File: config.mk
export PLATFORM = sky130hd
export DESIGN_NAME = mem2axi_flat
export DESIGN_NICKNAME = d
export VERILOG_FILES = /design/src/rtl/mem2axi_if.sv /design/src/rtl/mem2axi.sv /design/src/flat_wrapper.sv
export SDC_FILE = /design/constraint.sdc
export NUM_CORES = 1
export LEC_CHECK = 0
export CAP_MARGIN = 40
export CORE_AREA = 2 2 246 248
export DETAILED_ROUTE_END_ITERATION = 10
export DIE_AREA = 0 0 248 250
export PLACE_DENSITY = 0.44
export SLEW_MARGIN = 20
export SYNTH_ARGS = -nofsm -noshare
export SYNTH_HDL_FRONTEND = slang
export SYNTH_SLANG_ARGS = --single-unit
export TNS_END_PERCENT = 50
File: constraint.sdc
create_clock -name clk_i -period 7.4 [get_ports clk_i]
set_input_delay 1.48 -clock clk_i [delete_from_list [all_inputs] [get_ports clk_i]]
set_output_delay 1.48 -clock clk_i [all_outputs]
set_load 0.01 [all_outputs]
File: src/rtl/mem2axi_if.sv
// AXI4 bus bundle connecting the memory-port bridge to the interconnect.
interface AXI_BUS #(
  parameter int unsigned AXI_ADDR_WIDTH = 64,
  parameter int unsigned AXI_DATA_WIDTH = 64,
  parameter int unsigned AXI_ID_WIDTH   = 10,
  parameter int unsigned AXI_USER_WIDTH = 10
);
  logic [AXI_ID_WIDTH-1:0]     aw_id;
  logic [AXI_ADDR_WIDTH-1:0]   aw_addr;
  logic [7:0]                  aw_len;
  logic [2:0]                  aw_size;
  logic [1:0]                  aw_burst;
  logic                        aw_lock;
  logic [3:0]                  aw_cache;
  logic [2:0]                  aw_prot;
  logic [3:0]                  aw_qos;
  logic [3:0]                  aw_region;
  logic [5:0]                  aw_atop;
  logic [AXI_USER_WIDTH-1:0]   aw_user;
  logic                        aw_valid;
  logic                        aw_ready;

  logic [AXI_DATA_WIDTH-1:0]   w_data;
  logic [AXI_DATA_WIDTH/8-1:0] w_strb;
  logic                        w_last;
  logic [AXI_USER_WIDTH-1:0]   w_user;
  logic                        w_valid;
  logic                        w_ready;

  logic [AXI_ID_WIDTH-1:0]     b_id;
  logic [1:0]                  b_resp;
  logic [AXI_USER_WIDTH-1:0]   b_user;
  logic                        b_valid;
  logic                        b_ready;

  logic [AXI_ID_WIDTH-1:0]     ar_id;
  logic [AXI_ADDR_WIDTH-1:0]   ar_addr;
  logic [7:0]                  ar_len;
  logic [2:0]                  ar_size;
  logic [1:0]                  ar_burst;
  logic                        ar_lock;
  logic [3:0]                  ar_cache;
  logic [2:0]                  ar_prot;
  logic [3:0]                  ar_qos;
  logic [3:0]                  ar_region;
  logic [AXI_USER_WIDTH-1:0]   ar_user;
  logic                        ar_valid;
  logic                        ar_ready;

  logic [AXI_ID_WIDTH-1:0]     r_id;
  logic [AXI_DATA_WIDTH-1:0]   r_data;
  logic [1:0]                  r_resp;
  logic                        r_last;
  logic [AXI_USER_WIDTH-1:0]   r_user;
  logic                        r_valid;
  logic                        r_ready;

  modport Master (
    output aw_id, aw_addr, aw_len, aw_size, aw_burst, aw_lock, aw_cache, aw_prot,
           aw_qos, aw_region, aw_atop, aw_user, aw_valid, input aw_ready,
    output w_data, w_strb, w_last, w_user, w_valid, input w_ready,
    input b_id, b_resp, b_user, b_valid, output b_ready,
    output ar_id, ar_addr, ar_len, ar_size, ar_burst, ar_lock, ar_cache, ar_prot,
           ar_qos, ar_region, ar_user, ar_valid, input ar_ready,
    input r_id, r_data, r_resp, r_last, r_user, r_valid, output r_ready
  );

  modport Slave (
    input aw_id, aw_addr, aw_len, aw_size, aw_burst, aw_lock, aw_cache, aw_prot,
          aw_qos, aw_region, aw_atop, aw_user, aw_valid, output aw_ready,
    input w_data, w_strb, w_last, w_user, w_valid, output w_ready,
    output b_id, b_resp, b_user, b_valid, input b_ready,
    input ar_id, ar_addr, ar_len, ar_size, ar_burst, ar_lock, ar_cache, ar_prot,
          ar_qos, ar_region, ar_user, ar_valid, output ar_ready,
    output r_id, r_data, r_resp, r_last, r_user, r_valid, input r_ready
  );
endinterface

File: src/rtl/mem2axi.sv
// Single-word memory port to AXI4 master bridge: one single-beat transaction
// in flight, answered by a one-cycle response pulse with data and error flag.
module mem2axi #(
  parameter int unsigned AXI_ID_WIDTH   = 10,
  parameter int unsigned AXI_ADDR_WIDTH = 64,
  parameter int unsigned AXI_DATA_WIDTH = 64,
  parameter int unsigned AXI_USER_WIDTH = 10,
  parameter int unsigned TXN_ID         = 0
) (
  input  logic                        clk_i,
  input  logic                        rst_i,
  input  logic                        req_i,
  output logic                        gnt_o,
  input  logic                        we_i,
  input  logic [AXI_ADDR_WIDTH-1:0]   addr_i,
  input  logic [AXI_DATA_WIDTH/8-1:0] be_i,
  input  logic [AXI_DATA_WIDTH-1:0]   wdata_i,
  output logic                        rvalid_o,
  output logic [AXI_DATA_WIDTH-1:0]   rdata_o,
  output logic                        err_o,
  AXI_BUS.Master                      master
);
  localparam int unsigned NR_BYTES     = AXI_DATA_WIDTH / 8;
  localparam int unsigned LOG_NR_BYTES = $clog2(NR_BYTES);
  localparam logic [AXI_ID_WIDTH-1:0]   ID         = AXI_ID_WIDTH'(TXN_ID);
  localparam logic [2:0]                SIZE       = 3'(LOG_NR_BYTES);
  localparam logic [AXI_ADDR_WIDTH-1:0] ALIGN_MASK = ~AXI_ADDR_WIDTH'(NR_BYTES - 1);

  typedef enum logic [2:0] {
    IDLE = 3'd0,
    AR   = 3'd1,
    R    = 3'd2,
    AW_W = 3'd3,
    B    = 3'd4
  } state_e;

  state_e                      state_q;
  logic [AXI_ADDR_WIDTH-1:0]   addr_q;
  logic [NR_BYTES-1:0]         be_q;
  logic [AXI_DATA_WIDTH-1:0]   wdata_q;
  logic                        aw_done_q;
  logic                        w_done_q;
  logic                        aw_fin;
  logic                        w_fin;

  // A channel is finished once it handshook earlier or is handshaking now.
  assign aw_fin = aw_done_q | master.aw_ready;
  assign w_fin  = w_done_q  | master.w_ready;

  assign gnt_o = ~rst_i & (state_q == IDLE) & req_i;

  assign master.ar_valid  = (state_q == AR);
  assign master.ar_addr   = addr_q;
  assign master.ar_len    = 8'd0;
  assign master.ar_size   = SIZE;
  assign master.ar_burst  = 2'b01;
  assign master.ar_id     = ID;
  assign master.ar_lock   = 1'b0;
  assign master.ar_cache  = 4'd0;
  assign master.ar_prot   = 3'd0;
  assign master.ar_qos    = 4'd0;
  assign master.ar_region = 4'd0;
  assign master.ar_user   = '0;
  assign master.r_ready   = (state_q == R);

  assign master.aw_valid  = (state_q == AW_W) & ~aw_done_q;
  assign master.aw_addr   = addr_q;
  assign master.aw_len    = 8'd0;
  assign master.aw_size   = SIZE;
  assign master.aw_burst  = 2'b01;
  assign master.aw_id     = ID;
  assign master.aw_lock   = 1'b0;
  assign master.aw_cache  = 4'd0;
  assign master.aw_prot   = 3'd0;
  assign master.aw_qos    = 4'd0;
  assign master.aw_region = 4'd0;
  assign master.aw_atop   = 6'd0;
  assign master.aw_user   = '0;

  assign master.w_valid   = (state_q == AW_W) & ~w_done_q;
  assign master.w_data    = wdata_q;
  assign master.w_strb    = be_q;
  assign master.w_last    = 1'b1;
  assign master.w_user    = '0;
  assign master.b_ready   = (state_q == B);

  // Transaction FSM with the latched request and registered response.
  always_ff @(posedge clk_i or posedge rst_i) begin
    if (rst_i) begin
      state_q   <= IDLE;
      addr_q    <= '0;
      be_q      <= '0;
      wdata_q   <= '0;
      aw_done_q <= 1'b0;
      w_done_q  <= 1'b0;
      rvalid_o  <= 1'b0;
      rdata_o   <= '0;
      err_o     <= 1'b0;
    end else begin
      rvalid_o <= 1'b0;
      case (state_q)
        IDLE: begin
          if (req_i) begin
            addr_q  <= addr_i & ALIGN_MASK;
            be_q    <= be_i;
            wdata_q <= wdata_i;
            state_q <= we_i ? AW_W : AR;
          end
        end
        AR: begin
          if (master.ar_ready) state_q <= R;
        end
        R: begin
          if (master.r_valid) begin
            rdata_o  <= master.r_data;
            err_o    <= master.r_resp[1] | ~master.r_last | (master.r_id != ID);
            rvalid_o <= 1'b1;
            state_q  <= IDLE;
          end
        end
        AW_W: begin
          if (aw_fin && w_fin) begin
            aw_done_q <= 1'b0;
            w_done_q  <= 1'b0;
            state_q   <= B;
          end else begin
            aw_done_q <= aw_fin;
            w_done_q  <= w_fin;
          end
        end
        B: begin
          if (master.b_valid) begin
            err_o    <= master.b_resp[1] | (master.b_id != ID);
            rvalid_o <= 1'b1;
            state_q  <= IDLE;
          end
        end
        default: state_q <= IDLE;
      endcase
    end
  end
endmodule

File: src/flat_wrapper.sv
// flat-port wrapper written by rule: the top's interface ports become plain ports
module mem2axi_flat 
#(
  parameter int unsigned AXI_ID_WIDTH   = 10,
  parameter int unsigned AXI_ADDR_WIDTH = 64,
  parameter int unsigned AXI_DATA_WIDTH = 64,
  parameter int unsigned AXI_USER_WIDTH = 10,
  parameter int unsigned TXN_ID         = 0
)
  (clk_i, rst_i, req_i, gnt_o, we_i, addr_i, be_i, wdata_i, rvalid_o, rdata_o, err_o, master_aw_id, master_aw_addr, master_aw_len, master_aw_size, master_aw_burst, master_aw_lock, master_aw_cache, master_aw_prot, master_aw_qos, master_aw_region, master_aw_atop, master_aw_user, master_aw_valid, master_aw_ready, master_w_data, master_w_strb, master_w_last, master_w_user, master_w_valid, master_w_ready, master_b_id, master_b_resp, master_b_user, master_b_valid, master_b_ready, master_ar_id, master_ar_addr, master_ar_len, master_ar_size, master_ar_burst, master_ar_lock, master_ar_cache, master_ar_prot, master_ar_qos, master_ar_region, master_ar_user, master_ar_valid, master_ar_ready, master_r_id, master_r_data, master_r_resp, master_r_last, master_r_user, master_r_valid, master_r_ready);
  AXI_BUS #(.AXI_ADDR_WIDTH(AXI_ADDR_WIDTH), .AXI_DATA_WIDTH(AXI_DATA_WIDTH), .AXI_ID_WIDTH(AXI_ID_WIDTH), .AXI_USER_WIDTH(AXI_USER_WIDTH)) master_i ();
  input  logic clk_i;
  input  logic rst_i;
  input  logic req_i;
  output logic gnt_o;
  input  logic we_i;
  input  logic [AXI_ADDR_WIDTH-1:0] addr_i;
  input  logic [AXI_DATA_WIDTH/8-1:0] be_i;
  input  logic [AXI_DATA_WIDTH-1:0] wdata_i;
  output logic rvalid_o;
  output logic [AXI_DATA_WIDTH-1:0] rdata_o;
  output logic err_o;
  output wire logic [$bits(master_i.aw_id)-1:0] master_aw_id;
  output wire logic [$bits(master_i.aw_addr)-1:0] master_aw_addr;
  output wire logic [$bits(master_i.aw_len)-1:0] master_aw_len;
  output wire logic [$bits(master_i.aw_size)-1:0] master_aw_size;
  output wire logic [$bits(master_i.aw_burst)-1:0] master_aw_burst;
  output wire logic [$bits(master_i.aw_lock)-1:0] master_aw_lock;
  output wire logic [$bits(master_i.aw_cache)-1:0] master_aw_cache;
  output wire logic [$bits(master_i.aw_prot)-1:0] master_aw_prot;
  output wire logic [$bits(master_i.aw_qos)-1:0] master_aw_qos;
  output wire logic [$bits(master_i.aw_region)-1:0] master_aw_region;
  output wire logic [$bits(master_i.aw_atop)-1:0] master_aw_atop;
  output wire logic [$bits(master_i.aw_user)-1:0] master_aw_user;
  output wire logic [$bits(master_i.aw_valid)-1:0] master_aw_valid;
  input wire logic [$bits(master_i.aw_ready)-1:0] master_aw_ready;
  output wire logic [$bits(master_i.w_data)-1:0] master_w_data;
  output wire logic [$bits(master_i.w_strb)-1:0] master_w_strb;
  output wire logic [$bits(master_i.w_last)-1:0] master_w_last;
  output wire logic [$bits(master_i.w_user)-1:0] master_w_user;
  output wire logic [$bits(master_i.w_valid)-1:0] master_w_valid;
  input wire logic [$bits(master_i.w_ready)-1:0] master_w_ready;
  input wire logic [$bits(master_i.b_id)-1:0] master_b_id;
  input wire logic [$bits(master_i.b_resp)-1:0] master_b_resp;
  input wire logic [$bits(master_i.b_user)-1:0] master_b_user;
  input wire logic [$bits(master_i.b_valid)-1:0] master_b_valid;
  output wire logic [$bits(master_i.b_ready)-1:0] master_b_ready;
  output wire logic [$bits(master_i.ar_id)-1:0] master_ar_id;
  output wire logic [$bits(master_i.ar_addr)-1:0] master_ar_addr;
  output wire logic [$bits(master_i.ar_len)-1:0] master_ar_len;
  output wire logic [$bits(master_i.ar_size)-1:0] master_ar_size;
  output wire logic [$bits(master_i.ar_burst)-1:0] master_ar_burst;
  output wire logic [$bits(master_i.ar_lock)-1:0] master_ar_lock;
  output wire logic [$bits(master_i.ar_cache)-1:0] master_ar_cache;
  output wire logic [$bits(master_i.ar_prot)-1:0] master_ar_prot;
  output wire logic [$bits(master_i.ar_qos)-1:0] master_ar_qos;
  output wire logic [$bits(master_i.ar_region)-1:0] master_ar_region;
  output wire logic [$bits(master_i.ar_user)-1:0] master_ar_user;
  output wire logic [$bits(master_i.ar_valid)-1:0] master_ar_valid;
  input wire logic [$bits(master_i.ar_ready)-1:0] master_ar_ready;
  input wire logic [$bits(master_i.r_id)-1:0] master_r_id;
  input wire logic [$bits(master_i.r_data)-1:0] master_r_data;
  input wire logic [$bits(master_i.r_resp)-1:0] master_r_resp;
  input wire logic [$bits(master_i.r_last)-1:0] master_r_last;
  input wire logic [$bits(master_i.r_user)-1:0] master_r_user;
  input wire logic [$bits(master_i.r_valid)-1:0] master_r_valid;
  output wire logic [$bits(master_i.r_ready)-1:0] master_r_ready;
  assign master_aw_id = master_i.aw_id;
  assign master_aw_addr = master_i.aw_addr;
  assign master_aw_len = master_i.aw_len;
  assign master_aw_size = master_i.aw_size;
  assign master_aw_burst = master_i.aw_burst;
  assign master_aw_lock = master_i.aw_lock;
  assign master_aw_cache = master_i.aw_cache;
  assign master_aw_prot = master_i.aw_prot;
  assign master_aw_qos = master_i.aw_qos;
  assign master_aw_region = master_i.aw_region;
  assign master_aw_atop = master_i.aw_atop;
  assign master_aw_user = master_i.aw_user;
  assign master_aw_valid = master_i.aw_valid;
  assign master_i.aw_ready = master_aw_ready;
  assign master_w_data = master_i.w_data;
  assign master_w_strb = master_i.w_strb;
  assign master_w_last = master_i.w_last;
  assign master_w_user = master_i.w_user;
  assign master_w_valid = master_i.w_valid;
  assign master_i.w_ready = master_w_ready;
  assign master_i.b_id = master_b_id;
  assign master_i.b_resp = master_b_resp;
  assign master_i.b_user = master_b_user;
  assign master_i.b_valid = master_b_valid;
  assign master_b_ready = master_i.b_ready;
  assign master_ar_id = master_i.ar_id;
  assign master_ar_addr = master_i.ar_addr;
  assign master_ar_len = master_i.ar_len;
  assign master_ar_size = master_i.ar_size;
  assign master_ar_burst = master_i.ar_burst;
  assign master_ar_lock = master_i.ar_lock;
  assign master_ar_cache = master_i.ar_cache;
  assign master_ar_prot = master_i.ar_prot;
  assign master_ar_qos = master_i.ar_qos;
  assign master_ar_region = master_i.ar_region;
  assign master_ar_user = master_i.ar_user;
  assign master_ar_valid = master_i.ar_valid;
  assign master_i.ar_ready = master_ar_ready;
  assign master_i.r_id = master_r_id;
  assign master_i.r_data = master_r_data;
  assign master_i.r_resp = master_r_resp;
  assign master_i.r_last = master_r_last;
  assign master_i.r_user = master_r_user;
  assign master_i.r_valid = master_r_valid;
  assign master_r_ready = master_i.r_ready;
  mem2axi #(.AXI_ID_WIDTH(AXI_ID_WIDTH), .AXI_ADDR_WIDTH(AXI_ADDR_WIDTH), .AXI_DATA_WIDTH(AXI_DATA_WIDTH), .AXI_USER_WIDTH(AXI_USER_WIDTH), .TXN_ID(TXN_ID)) u_core (.clk_i(clk_i), .rst_i(rst_i), .req_i(req_i), .gnt_o(gnt_o), .we_i(we_i), .addr_i(addr_i), .be_i(be_i), .wdata_i(wdata_i), .rvalid_o(rvalid_o), .rdata_o(rdata_o), .err_o(err_o), .master(master_i));
endmodule
==> flow_metrics.py, run 1 <==
metrics = {
    "power_and_ir_drop": {
        "p_per_area_nw_per_um2": 432.8,
        "vdd_drop_max_uv": 178.5,
        "leakagePower_nw": 6.148,
    },
    "yosys": {
        "synth_cell_types": 32,
        "yosys_warnings": 0,
        "seq_area_frac_synth_pct": 55.36,
        "synth.area.top_cells": "dfrtp_1 (55%), mux2_2 (16%), buf_4 (16%)",
        "yosysTopAreaCellShare_pct": 55.36,
        "syn_area_per_cell_um2": 14.10,
        "async_reset_ff_share_pct": 100.0,
        "yosys-top-cells-count": "dfrtp_1 (204), buf_4 (191), mux2_2 (132)",
        "yosys_register_bits": 204,
        "synth-edff-count": 0,
        "netlist_area_um2": 9221,
        "synth_most_common_cell": "dfrtp_1",
        "synth_flop_cell": "dfrtp_1",
        "yosysTopAreaCell": "dfrtp_1",
        "postSynthCellCount": 654,
    },
    "cts": {
        "cts.sinks": 204,
        "cts_tree": "built",
        "holdBufCountCts": 0,
        "path_clk_slew_ns": 0.06,
        "clk_latency_ns": 0.55,
        "post-cts-setup-buffer-count": 0,
        "clk_path_buf_depth": 3,
        "cts-resized-gates": 0,
        "numCtsBuffers": 26,
        "clock-root-buffer": "clkbuf_16",
        "htree_num_levels": 1,
    },
    "placement": {
        "post-dp-hpwl_mm": 20.51,
        "portBuffers": 494,
        "place_ws_ns": 2.626,
        "post_dp_cell_area_um2": 14100,
        "routabilityCongestion": 0.6848,
    },
    "sta": {
        "drv_slew": 0,
        "hold_viol": 0,
        "min_period_ns": 4.647,
        "fin_tns_setup_ns": 0,
        "finClkSkew_ns": 0.01479,
        "grt_setup_unrepaired": "false",
        "finalSetupViolations": 0,
        "maxSlewHeadroom_pct": 42.82,
        "whs_ns": 0.4824,
        "worst-slew-pin-transition_ns": 0.8578,
        "fin_ws_ns": 2.753,
        "fin_crit_sh_pct": 62.79,
        "fmax_mhz": 215.2,
    },
    "hold_path": {
        "hp-start": "u_core.master.w_data[15]",
        "hp-class": "flop to flop",
        "hold_depth": 1,
        "hold_end": "u_core.master.w_data[15]",
    },
    "global_routing": {
        "grt-ovfl-total": 0,
        "grt_pass1_wl_mm": 39.54,
        "grt_max_degree": 134,
        "antenna_found_initial": 0,
        "grt_pass1_vias": 6392,
        "grtUsageTotal_pct": 8.202,
    },
    "detailed_routing": {
        "wl_mm": 26.92,
        "wl_per_cell_um": 14.18,
        "avgViaCountPerCell": 3.256,
        "num_vias": 6184,
        "drt_first_iter_violations": 97,
        "postRouteAntennaNets": 0,
        "drc_errors": 0,
        "dr.pass1.iters": 3,
    },
    "critical_path": {
        "crit_path_max_fanout": 3,
        "path_cells": "clkdlybuf4s50_1 > nor4b_4 > and2_1 > clkdlybuf4s50_1",
        "r2r_start": "u_core.state_q[0]",
        "r2r_end": "u_core.master.ar_addr[12]",
        "cp_common_cell": "clkdlybuf4s50_1",
        "crit_path_end_kind": "output pin",
        "max_stage_delay_ns": 0.56,
        "crit_required_ns": 5.92,
        "worst-setup-path-type": "input pin to output pin",
        "critical-path-slowest-cell": "clkdlybuf4s50_1",
        "r2r_slack_ns": 4.71,
        "ff2ff_path_depth": 5,
        "arrival_ns": 3.17,
        "start_kind": "input pin",
    },
    "floorplan": {
        "core-area_um2": 59570,
        "start_util_pct": 15.48,
        "die_w_um": 248,
        "num_rows": 90,
        "ios": 641,
        "dieArea_um2": 62000,
        "die_h_um": 250,
    },
    "layout": {
        "final_cell_area_um2": 15150,
        "area_growth_pct": 64.29,
        "fin_nets": 1351,
        "n_antenna_cell": 0,
        "drive_gt1_share_pct": 17.01,
    },
    "status": {
        "outcome": "complete, no violations",
    },
    "flow_run": {
        "drv_cap": 0,
    },
}
-- cell type report --
type	count	area, µm²
clock buffers	38	797.0
clock inverters	10	230.2
fillers	6305	44420
inverters	3	15.01
multi-input cells	359	2947
flip-flops and latches	204	5105
well taps	782	978.4
repair buffers	503	5077
-- layer usage --
layer	track usage, %	routed length (µm)	vias up
met1	9.187	10100	2988
met3	3.732	3367	40
met2	13.80	12850	338
met5	0	0	-
met4	2.515	599	0
li1	-	-	2818
-- state kept, by name (all words and copies together), names as in the netlist --
register	cells
u_core.master.w_data	64
u_core.w_done_q	1
u_core.state_q	3
u_core.err_o	1
u_core.rvalid_o	1
u_core.master.w_strb	8
u_core.rdata_o	64
u_core.master.ar_addr	61
u_core.aw_done_q	1
-- per-stage QoR --
stage | util [%] | power, W | instances
final | 25.43 | 0.006556 | 1899
after global routing | 25.43 | 0.006979 | 1899
after global placement | 23.58 | 0.005100 | 1848
after detailed placement | 23.67 | 0.005141 | 1850
after CTS | 25.40 | 0.006706 | 1898
after floorplan | - | 0.003550 | 773
-- cell families (layout without fill, tap and decap cells) --
kind of cell           Yosys count  after routing  share of synthesized area (%)
buffers and inverters          210            554                          17.63
DFF                            204            204                          55.36
muxes                          197            197                          24.06
and+or+nand+nor                 29             29                          1.981
AOI/OAI and AO/OA               12             12                         0.8955
other                            2            121                        0.08144
-- critical path: cells and delay by family --
family	cells	cell delay [ns]
and+or+nand+nor	2	0.59
buffers and inverters	2	1.09
-- layout by cell type (no fill, tap or decap), drive strengths merged --
master         count
clkdlybuf4s50    494
dfrtp            204
mux2             197
conb             121
clkbuf            38
nor2              10
buf                9
bufinv             7
nor4               4
nor3b              3
clkinvlp           3
a21oi              3
inv                2
nand4              2
a211oi             2
o22ai              2
nor4b              2
and4bb             1
or3b               1
nand3b             1
and2               1
a21o               1
nor3               1
a31o               1
and3b              1
nand2b             1
o221ai             1
a31oi              1
nor2b              1
a221oi             1
clkinv             1
-- worst max-delay path by stage --
stage | endpoint | start | slack, ns
6_report | gnt_o | req_i | 2.75
3_3_place_gp | gnt_o | req_i | 2.61
4_1_cts | gnt_o | req_i | 2.61
5_1_grt | gnt_o | req_i | 2.57
2_1_floorplan | gnt_o | rst_i | 0.96
3_5_place_dp | gnt_o | req_i | 2.63
-- power by group --
| group | leakage, nW | internal (W) | total [W] | switching [W] |
|---|---|---|---|---|
| clock | 0.497 | 0.000986 | 0.00150 | 0.000512 |
| sequential | 2.41 | 0.00169 | 0.00207 | 0.000378 |
| combinational | 3.24 | 0.00188 | 0.00299 | 0.00111 |
(Power assumes the default switching activity.)
==> inputs of run 2 (changes only) <==
==> constraint.sdc (replaced) <==
create_clock -name clk_i -period 3.9 [get_ports clk_i]
set_input_delay 0.78 -clock clk_i [delete_from_list [all_inputs] [get_ports clk_i]]
set_output_delay 0.78 -clock clk_i [all_outputs]
set_load 0.01 [all_outputs]
==> run 2 against run 1 <==
Cell area shrank 0.92%. Combinational power rose by 89%. Register-to-register slack worse by 2.9 ns. Die area unchanged. Setup slack lost 2.1 ns.
==> flow_metrics.py, run 2 (synthesis results as in run 1) <==
metrics = {
    "placement": {
        "portBuffers": 494,
        "dpl.cell_count": 1850,
        "post-dp-hpwl_mm": 20.53,
        "routabilityCongestion": 0.6871,
        "post_dp_cell_area_um2": 14110,
    },
    "layout": {
        "final_cell_area_um2": 15010,
        "area_growth_pct": 62.77,
        "final_common_cell": "clkdlybuf4s50_1",
        "fin_nets": 1350,
        "final_util_pct": 25.20,
        "drive_gt1_share_pct": 17.04,
        "final_cell_mix": "clkdlybuf4s50_1 (494), dfrtp_1 (204), mux2_2 (132)",
        "final_cells": 1897,
        "n_antenna_cell": 0,
    },
    "power_and_ir_drop": {
        "leakagePower_nw": 6.096,
        "p_per_area_nw_per_um2": 805.3,
        "vdd_drop_max_uv": 372.4,
    },
    "detailed_routing": {
        "wl_mm": 27.22,
        "postRouteAntennaNets": 0,
        "drc_errors": 0,
        "avgViaCountPerCell": 3.284,
        "dr.pass1.iters": 4,
        "num_vias": 6229,
        "drt_first_iter_violations": 123,
        "wl_per_cell_um": 14.35,
    },
    "global_routing": {
        "grt_max_degree": 102,
        "grt-ovfl-total": 0,
        "grt_pass1_vias": 6438,
        "grt_pass1_wl_mm": 39.76,
        "antenna_found_initial": 1,
        "grtUsageTotal_pct": 8.285,
    },
    "sta": {
        "whs_ns": 0.4806,
        "drv_slew": 0,
        "fmax_mhz": 310.5,
        "hold_viol": 0,
        "finalSetupViolations": 0,
        "min_period_ns": 3.220,
        "maxSlewHeadroom_pct": 52.10,
        "finClkSkew_ns": 0.005107,
        "fin_crit_sh_pct": 82.57,
        "worst-slew-pin-transition_ns": 0.7185,
        "grt_setup_unrepaired": "false",
    },
    "floorplan": {
        "dieArea_um2": 62000,
        "start_util_pct": 15.48,
        "die_w_um": 248,
        "die_h_um": 250,
        "num_rows": 90,
        "core-area_um2": 59570,
        "ios": 641,
    },
    "cts": {
        "clk_path_buf_depth": 3,
        "clk_latency_ns": 0.54,
        "holdBufCountCts": 0,
        "cts.sinks": 204,
        "cts_tree": "built",
        "cts-resized-gates": 0,
        "path_clk_slew_ns": 0.06,
        "htree_num_levels": 1,
        "post-cts-setup-buffer-count": 0,
        "numCtsBuffers": 26,
        "clock-root-buffer": "clkbuf_16",
    },
    "hold_path": {
        "hp-class": "flop to flop",
        "hold_depth": 1,
    },
    "critical_path": {
        "start_kind": "input pin",
        "crit_path_end_kind": "output pin",
        "crit_required_ns": 3.12,
        "arrival_ns": 2.44,
        "r2r_slack_ns": 1.82,
        "crit_path_max_fanout": 3,
        "ff2ff_path_depth": 4,
        "worst-setup-path-type": "input pin to output pin",
    },
    "flow_run": {
        "drv_cap": 0,
    },
    "status": {
        "outcome": "complete, no violations",
    },
}
run 2: per-layer routing:
metal  wire length [µm]  share of wire (%)  vias up  global-route usage, %
li1                   -                  -     2819                      -
met1              10120                 37     3033                  9.250
met2              13140                 48      347                  13.90
met3               3387                 12       30                  3.871
met4                585                2.1        0                  2.532
met5                  0                  0        -                      0
run 2: worst max-delay path: stages:
cell and delay, ns:
clkdlybuf4s50_1 0.53, nor4b_4 0.24, buf_4 0.20, and2_1 0.13, clkdlybuf4s50_1 0.56
run 2: final cells by class:
class                   instances  area [µm²]
clock buffers                  36       778.2
clock inverters                11       123.9
multi-input cells             359        2947
flip-flops and latches        204        5105
well taps                     782       978.4
fillers                      6274       44560
inverters                       3       15.01
repair buffers                502        5062
run 2: power by group:
part | total [W] | internal (W) | leakage (nW) | switching, W
Clock | 0.00250 | 0.00152 | 0.454 | 0.000974
Combinational | 0.00565 | 0.00355 | 3.23 | 0.00210
Sequential | 0.00394 | 0.00321 | 2.41 | 0.000724
run 2: final timing paths:
check | start | to
setup / recovery | req_i | gnt_o
hold / removal | u_core.master.w_data[12] | u_core.master.w_data[12]
setup reg to reg | u_core.state_q[0] | u_core.master.ar_addr[56]
hold reg to reg | u_core.master.w_data[12] | u_core.master.w_data[12]
max in group asynchronous | rst_i | u_core.master.w_data[58]
min in group asynchronous | rst_i | u_core.master.w_data[42]
run 2: per-stage QoR:
step / setup TNS (ns) / total power [W] / worst slack (ns)
CTS: 0 / 0.01239 / 0.6328
finish: 0 / 0.01209 / 0.6798
global route: 0 / 0.01289 / 0.5737
global placement: 0 / 0.009704 / 0.6376
detailed placement: 0 / 0.009749 / 0.6393
floorplan: -1.142 / 0.006737 / -1.142
